File: src/rtl/worker_unit.sv
// Matrix worker: computes one C[row][col] dot product over a shared A/B memory.
// Build option: define WORKER_SATURATE_EN for saturating accumulation (default wraps).
module worker_unit #(
    parameter int unsigned UNIT_ID = 0,
    parameter int unsigned ADDR_W  = 16
) (
    input  logic              i_Clock,
    input  logic              i_Reset,
    input  logic [31:0]       i_Config,
    input  logic [3:0]        i_Indexes_Ready,
    input  logic [7:0]        i_Row_Index,
    input  logic [7:0]        i_Column_Index,
    output logic              o_Indexes_Received,
    output logic [ADDR_W-1:0] o_A_Addr,
    input  logic [31:0]       i_A_Data,
    output logic [ADDR_W-1:0] o_B_Addr,
    input  logic [31:0]       i_B_Data,
    output logic [31:0]       o_Result,
    output logic [7:0]        o_Result_Row,
    output logic [7:0]        o_Result_Column,
    output logic              o_Result_Ready,
    input  logic              i_Result_Taken,
    output logic              o_Error
);

    localparam logic [1:0] LP_SEL = UNIT_ID[1:0];

    typedef enum logic [1:0] {
        IDLE  = 2'd0,
        FETCH = 2'd1,
        DRAIN = 2'd2,
        DONE  = 2'd3
    } state_t;

    state_t      r_state;
    state_t      w_next_state;

    logic [7:0]  r_row;
    logic [7:0]  r_col;
    logic [7:0]  r_k_len;
    logic [7:0]  r_b_cols;
    logic [7:0]  r_k;
    logic        r_err;
    logic        r_ack;
    logic        r_pend;
    logic [31:0] r_acc;

    logic        w_req;
    logic        w_capture;
    logic [7:0]  w_cfg_a_rows;
    logic [7:0]  w_cfg_k;
    logic [7:0]  w_cfg_b_rows;
    logic [7:0]  w_cfg_b_cols;
    logic        w_cfg_bad;
    logic        w_last_k;
    logic        w_done;
    logic [31:0] w_a_addr_full;
    logic [31:0] w_b_addr_full;
    logic [31:0] w_acc_next;

    assign w_req        = i_Indexes_Ready[LP_SEL];
    assign w_capture    = (r_state == IDLE) && w_req;

    assign w_cfg_a_rows = i_Config[31:24];
    assign w_cfg_k      = i_Config[23:16];
    assign w_cfg_b_rows = i_Config[15:8];
    assign w_cfg_b_cols = i_Config[7:0];

    // Mismatched inner dimensions are reported the same way as bad indexes.
    assign w_cfg_bad    = (i_Row_Index >= w_cfg_a_rows) ||
                          (i_Column_Index >= w_cfg_b_cols) ||
                          (w_cfg_k != w_cfg_b_rows);

    assign w_last_k     = (r_k == (r_k_len - 8'd1));
    assign w_done       = (r_state == DONE);

    // ------------------------------------------------------------------
    // Accumulate datapath
    // ------------------------------------------------------------------
`ifdef WORKER_SATURATE_EN
    localparam logic signed [64:0] LP_MAX = 65'sd2147483647;
    localparam logic signed [64:0] LP_MIN = -65'sd2147483648;

    logic signed [63:0] w_prod;
    logic signed [64:0] w_sum;

    assign w_prod = $signed(i_A_Data) * $signed(i_B_Data);
    assign w_sum  = $signed({w_prod[63], w_prod}) + $signed({{33{r_acc[31]}}, r_acc});

    always_comb begin
        w_acc_next = w_sum[31:0];
        if (w_sum > LP_MAX) begin
            w_acc_next = 32'h7FFF_FFFF;
        end else if (w_sum < LP_MIN) begin
            w_acc_next = 32'h8000_0000;
        end
    end
`else
    logic [31:0] w_prod;

    // Low 32 bits of a signed product equal those of the unsigned product.
    assign w_prod     = i_A_Data * i_B_Data;
    assign w_acc_next = r_acc + w_prod;
`endif

    // ------------------------------------------------------------------
    // FSM
    // ------------------------------------------------------------------
    always_ff @(posedge i_Clock or negedge i_Reset) begin
        if (!i_Reset) begin
            r_state <= IDLE;
        end else begin
            r_state <= w_next_state;
        end
    end

    always_comb begin
        w_next_state = r_state;
        unique case (r_state)
            IDLE: begin
                if (w_req) begin
                    if (w_cfg_bad || (w_cfg_k == 8'd0)) begin
                        w_next_state = DRAIN;
                    end else begin
                        w_next_state = FETCH;
                    end
                end
            end
            FETCH: begin
                if (w_last_k) begin
                    w_next_state = DRAIN;
                end
            end
            DRAIN: begin
                w_next_state = DONE;
            end
            DONE: begin
                if (i_Result_Taken) begin
                    w_next_state = IDLE;
                end
            end
            default: begin
                w_next_state = IDLE;
            end
        endcase
    end

    // ------------------------------------------------------------------
    // Job registers
    // ------------------------------------------------------------------
    always_ff @(posedge i_Clock or negedge i_Reset) begin
        if (!i_Reset) begin
            r_row    <= '0;
            r_col    <= '0;
            r_k_len  <= '0;
            r_b_cols <= '0;
            r_k      <= '0;
            r_err    <= 1'b0;
            r_ack    <= 1'b0;
            r_pend   <= 1'b0;
            r_acc    <= '0;
        end else begin
            r_ack  <= w_capture;
            // Read data returns one cycle after each FETCH address.
            r_pend <= (r_state == FETCH);
            if (w_capture) begin
                r_row    <= i_Row_Index;
                r_col    <= i_Column_Index;
                r_k_len  <= w_cfg_k;
                r_b_cols <= w_cfg_b_cols;
                r_k      <= '0;
                r_err    <= w_cfg_bad;
                r_acc    <= '0;
            end else begin
                if (r_state == FETCH) begin
                    r_k <= r_k + 8'd1;
                end
                if (r_pend) begin
                    r_acc <= w_acc_next;
                end
            end
        end
    end

    // ------------------------------------------------------------------
    // Outputs
    // ------------------------------------------------------------------
    assign w_a_addr_full      = 32'(r_row) * 32'(r_k_len) + 32'(r_k);
    assign w_b_addr_full      = 32'(r_k) * 32'(r_b_cols) + 32'(r_col);

    assign o_A_Addr           = (r_state == FETCH) ? w_a_addr_full[ADDR_W-1:0] : '0;
    assign o_B_Addr           = (r_state == FETCH) ? w_b_addr_full[ADDR_W-1:0] : '0;

    assign o_Indexes_Received = r_ack;
    assign o_Result_Ready     = w_done;
    assign o_Result           = w_done ? r_acc : '0;
    assign o_Result_Row       = w_done ? r_row : '0;
    assign o_Result_Column    = w_done ? r_col : '0;
    assign o_Error            = w_done & r_err;

endmodule

File: config.mk
export PLATFORM = sky130hd
export DESIGN_NAME = worker_unit
export DESIGN_NICKNAME = d
export VERILOG_FILES = /design/src/rtl/worker_unit.sv
export SDC_FILE = /design/constraint.sdc
export NUM_CORES = 2
export LEC_CHECK = 0
export ABC_AREA = 1
export CAP_MARGIN = 20
export CORE_MARGIN = 4
export CORE_UTILIZATION = 30
export CTS_CLUSTER_DIAMETER = 50
export DETAILED_ROUTE_END_ITERATION = 6
export PLACE_DENSITY = 0.48
export REMOVE_ABC_BUFFERS = 1
export SKIP_LAST_GASP = 1
export SYNTH_ARGS = -nofsm -noshare
export SYNTH_HDL_FRONTEND = slang
export SYNTH_SLANG_ARGS = --single-unit
File: constraint.sdc
create_clock -name i_Clock -period 5.5 [get_ports i_Clock]
set_input_delay 1.375 -clock i_Clock [delete_from_list [all_inputs] [get_ports i_Clock]]
set_output_delay 1.375 -clock i_Clock [all_outputs]
set_load 0.05 [all_outputs]
## Word level (Yosys, flattened, before mapping)

Cells that the tools add are included.

- Add/subtract/negate cells: 5
- Multiply operators: 3
- Magnitude comparators: 2
- Equal/unequal tests: 8
- Mux-type cells: 14
- Bitwise logic cells: 1
- Reduce and logical (&&, ||, !) cells: 9

Operators with widths:

| operator | count |
|---|---|
| $mux 32 | 3 |
| $add 16x8->16 | 2 |
| $add 32x32->32 | 1 |
| $mul 32x32->32 | 1 |
| $mul 8x8->16 | 2 |
| $mux 16 | 2 |
| $mux 8 | 4 |
| $ge 8x8->1 | 2 |
| $add 8x1->8 const B | 1 |
| $eq 8x8->1 | 1 |
| $logic_not 8->1 | 1 |
| $mux 2 | 4 |
| $ne 8x8->1 | 1 |
| $pmux 2 s4 | 1 |
| $sub 8x1->8 const B | 1 |
| $ne 2x2->1 const B | 3 |
| $eq 2x2->1 const B | 2 |
| $reduce_bool 2->1 | 2 |
| $logic_or 1x1->1 | 3 |
| $reduce_and 3->1 | 1 |
| $eq 2x1->1 const B | 1 |
| $logic_not 2->1 | 1 |
| $and 1x1->1 | 1 |
| $logic_and 1x1->1 | 1 |

- Bits in registers: 77
- Bits of input ports: 119
- Output and inout bits: 83

## Logic depth before layout (Yosys ltp)

- Depth after elaboration: 7
- Mapped depth: 33
- Depth with buffers taken out: 31

## Least setup slack after synthesis

Ideal clock, no wire load.

- Path type: in2reg
- Start point: in i_A_Data[12]
- End point: reg r_acc[30]
- Library setup time: 0.129 ns
- Arrival: 7.497 ns
- Setup slack: -2.126 ns
- Cell stages on the path: 30
- Path buffers: 2
- Cell sequence: clkbuf_1 -> buf_1 -> nand2_1 -> inv_1 -> fa_1 -> fa_1 -> fa_1 -> inv_1 -> fa_1 -> inv_1 -> fa_1 -> inv_1 -> fa_1 -> inv_1 -> fa_1 -> inv_1 -> fa_1 -> inv_1 -> ha_1 -> nand2_1 -> nor3_1 -> nand4_1 -> nand3_1 -> nand2_1 -> nand2_1 -> nand2_1 -> o211ai_1 -> a21oi_1 -> o21ai_0 -> o21ai_0

- Word-level cells in the longest chain between the ends: 4

RTL lines:

| element | RTL line | RTL |
|---|---|---|
| start: declaration | 15 | `input logic [31:0] i_A_Data,` |
| $mul 32x32->32 | 102 | `assign w_prod = i_A_Data * i_B_Data;` |
| $add 32x32->32 | 103 | `assign w_acc_next = r_acc + w_prod;` |
| $mux 32 | 178 | `if (r_pend) begin` |
| $mux 32 | 166 | `if (w_capture) begin` |
| end signal: assignment | 179 | `r_acc <= w_acc_next;` |
| end: declaration | 46 | `logic [31:0] r_acc;` |

Every way passes these cells. The select of a mux whose other input is x is not followed.
A chain may end at the register's enable or synchronous reset.

## Worst setup path after layout

- Start point: in i_B_Data[6]
- End point: reg r_acc[31]

- Word-level cells in the longest chain between the ends: 4

RTL lines:

| element | RTL line | RTL |
|---|---|---|
| start: declaration | 17 | `input logic [31:0] i_B_Data,` |
| $mul 32x32->32 | 102 |  |
| $add 32x32->32 | 103 |  |
| $mux 32 | 178 |  |
| $mux 32 | 166 |  |

Every way passes these cells. The select of a mux whose other input is x is not followed.

==> metrics.cfg <==
[sta]
worst-slew-pin-transition_ns=1.17
setup_viol=42
period_minus_slack_ns=7.32
finalCritPeriodShare_pct=133
fin_skew_ns=0.0102
report.final.slew_viol_count=0
rsz0062_at_grt=true
timing.fmax_ghz=0.137
slew_headroom_pct=20.7
final-hold-violation-count=0
setup_ws_ns=-1.82

[logic_synthesis]
ys_ff_latch=77
synth_edf_count=0
yosys_warnings=0
synth_top_cell_area_share_pct=39.6
synth_ff_type=dfrtp_1
yosysSeqAreaShare_pct=7.25
synth.distinct_cells=50
synthCells=3598
netlist_area_mm2=0.0266
synth_top_cell_by_area=fa_1
syn_avg_cell_area_um2=7.38
async_flop_share_pct=100
synth_area_leaders=fa_1, inv_1, nand2_1, ha_1, dfrtp_1

[route]
wl_mm=89.4
viasPerCell=4.35
ant_nets=0
wl_per_cell_um=16.6
drc=0
drtIter0Drc=1067
vias=23400
dr.pass1.iters=6

[placement]
dpl.hpwl_mm=69.9
gp_congestion=0.849
port_buffers=198
placed_area_mm2=0.0330

[clocking]
clk_path_buf_depth=2
clock-sinks=77
clk_pin_slew_ns=0.07
clk_latency_ns=0.37
cts_hold_buf=0
cts_buffers=9
h-tree-depth=3
cts.root.buffer_cell=clkbuf_16
cts_tree=done

[critical_path]
reg2reg_slack_ns=-0.79
arrival_ns=7.57
cpMostUsedCell=fa_1
crit_buf_inv=12
path_depth=30
crit_path_max_fanout=6
cp-start-kind=input port
crit_end=r_acc[31]$_DFFE_PN0P_
cp-end-kind=register
critPathSlowestCell=fa_1
worstReg2RegStart=r_acc[19]$_DFFE_PN0P_
path_class=in -> reg
rr_worst_depth=24
cp_data_required_time_ns=5.75
max_stage_delay_ns=0.54
crit_family=adder cells
startpoint=i_B_Data[6]
r2r-end=r_acc[30]$_DFFE_PN0P_

[finish]
fillers=8860
multiInputGateArea_mm2=0.0218
final_area_mm2=0.0380
drive_above_1_share_pct=28.9
syn_to_final_growth_pct=43.0
layout_commonest_cell=inv_1
seq_area_mm2=0.00196
nNetsFinal=5090
mostFrequentLayoutCells=inv_1, nand2_1, fa_1, buf_4, ha_1

[die]
num_rows=108
initial_utilization_pct=30.4
die_area_mm2=0.0934
pin_count=202
die_w_um=306
die_y_um=306
fp.coreArea_mm2=0.0873

[flow_run]
maxCapViolations=0

[global_routing]
antenna_found_initial=8
grtUsageTotal_pct=19.2
grt_max_degree=44
grt_pass1_wl_mm=142
grt_pass1_vias=24800
grt_overflow=0

[status]
violations=negative setup slack
status=complete, but fails checks

[worst_hold_path]
hold_path.class=reg -> reg

[metal layers]
layer	GRT usage, %	wire [um]	vias up
li1	-	-	11400
met1	26.9	40500	11500
met2	32.1	42600	511
met3	2.89	4640	73
met4	3.38	1670	4
met5	0	21	-
[Yosys cell counts, drive strengths merged, types with 7 or more instances]
master and instances:
a21oi 81, buf 37, clkbuf 119, dfrtp 77, fa 526, ha 219
inv 1171, nand2 1031, nand3 53, nand4 11, nor2 64, nor3 7
o21ai 97, o22ai 7, o31ai 7, xnor2 15, xor2 27
[final cells by class]
class,count,share of cell area (%)
repair buffers,773,21.2
inverters,1173,11.6
flip-flops and latches,77,5.15
diodes,5,0.0329
clock inverters,7,0.214
well taps,1155,3.80
multi-input cells,2192,57.3
clock buffers,9,0.593
[cells by family after synthesis]
family	Yosys count	share of synthesized area (%)
fa+ha+maj	745	50.0
mux	1	0.0377
flops	77	7.25
buf+inv	1329	19.1
compound gates	222	4.63
simple gates	1182	17.5
xor+xnor	42	1.48
[stage by stage]
step                      hold slack [ns]  TNS (ns)  setup WS (ns)  std cells  utilization (%)
final                               0.537    -40.07          -1.82       5391             43.5
after detailed placement            0.518    -59.31          -2.79       5179             37.8
after floorplan                     0.471    -29.29          -1.63       3442                -
after global routing                0.552    -47.90          -2.01       5389             43.5
after global placement              0.511    -59.56          -2.74       5179             37.8
after CTS                           0.537    -39.96          -1.82       5330             41.9
[how the worst min path moves through the flow]
stage	from	endpoint	slack [ns]	cells after the start
finish	r_acc[0]$_DFFE_PN0P_	r_acc[0]$_DFFE_PN0P_	0.54	1
global route	r_col[0]$_DFFE_PN0P_	r_col[0]$_DFFE_PN0P_	0.55	2
CTS	r_col[0]$_DFFE_PN0P_	r_col[0]$_DFFE_PN0P_	0.54	2
detailed placement	r_col[0]$_DFFE_PN0P_	r_col[0]$_DFFE_PN0P_	0.52	2
global placement	r_col[0]$_DFFE_PN0P_	r_col[0]$_DFFE_PN0P_	0.51	2
floorplan	r_acc[29]$_DFFE_PN0P_	r_acc[29]$_DFFE_PN0P_	0.47	2
[state kept, by name, summed over array words and instances, names as in the netlist]
name / flops
r_state: 2
r_acc: 32
r_row: 8
r_pend: 1
r_k_len: 8
r_err: 1
r_b_cols: 8
r_k: 8
o_Indexes_Received: 1
r_col: 8
[what timing repair did]
item                       4_1_cts  5_1_grt
gates resized for setup        683      360
setup buffers                  135       78
setup endpoints to repair       47       47
gates cloned                    15        0
pin swaps                      289      240
Power is left out: the tool's default activity adds up to more than one toggle a clock period on the data nets, which glitch-free logic cannot reach.
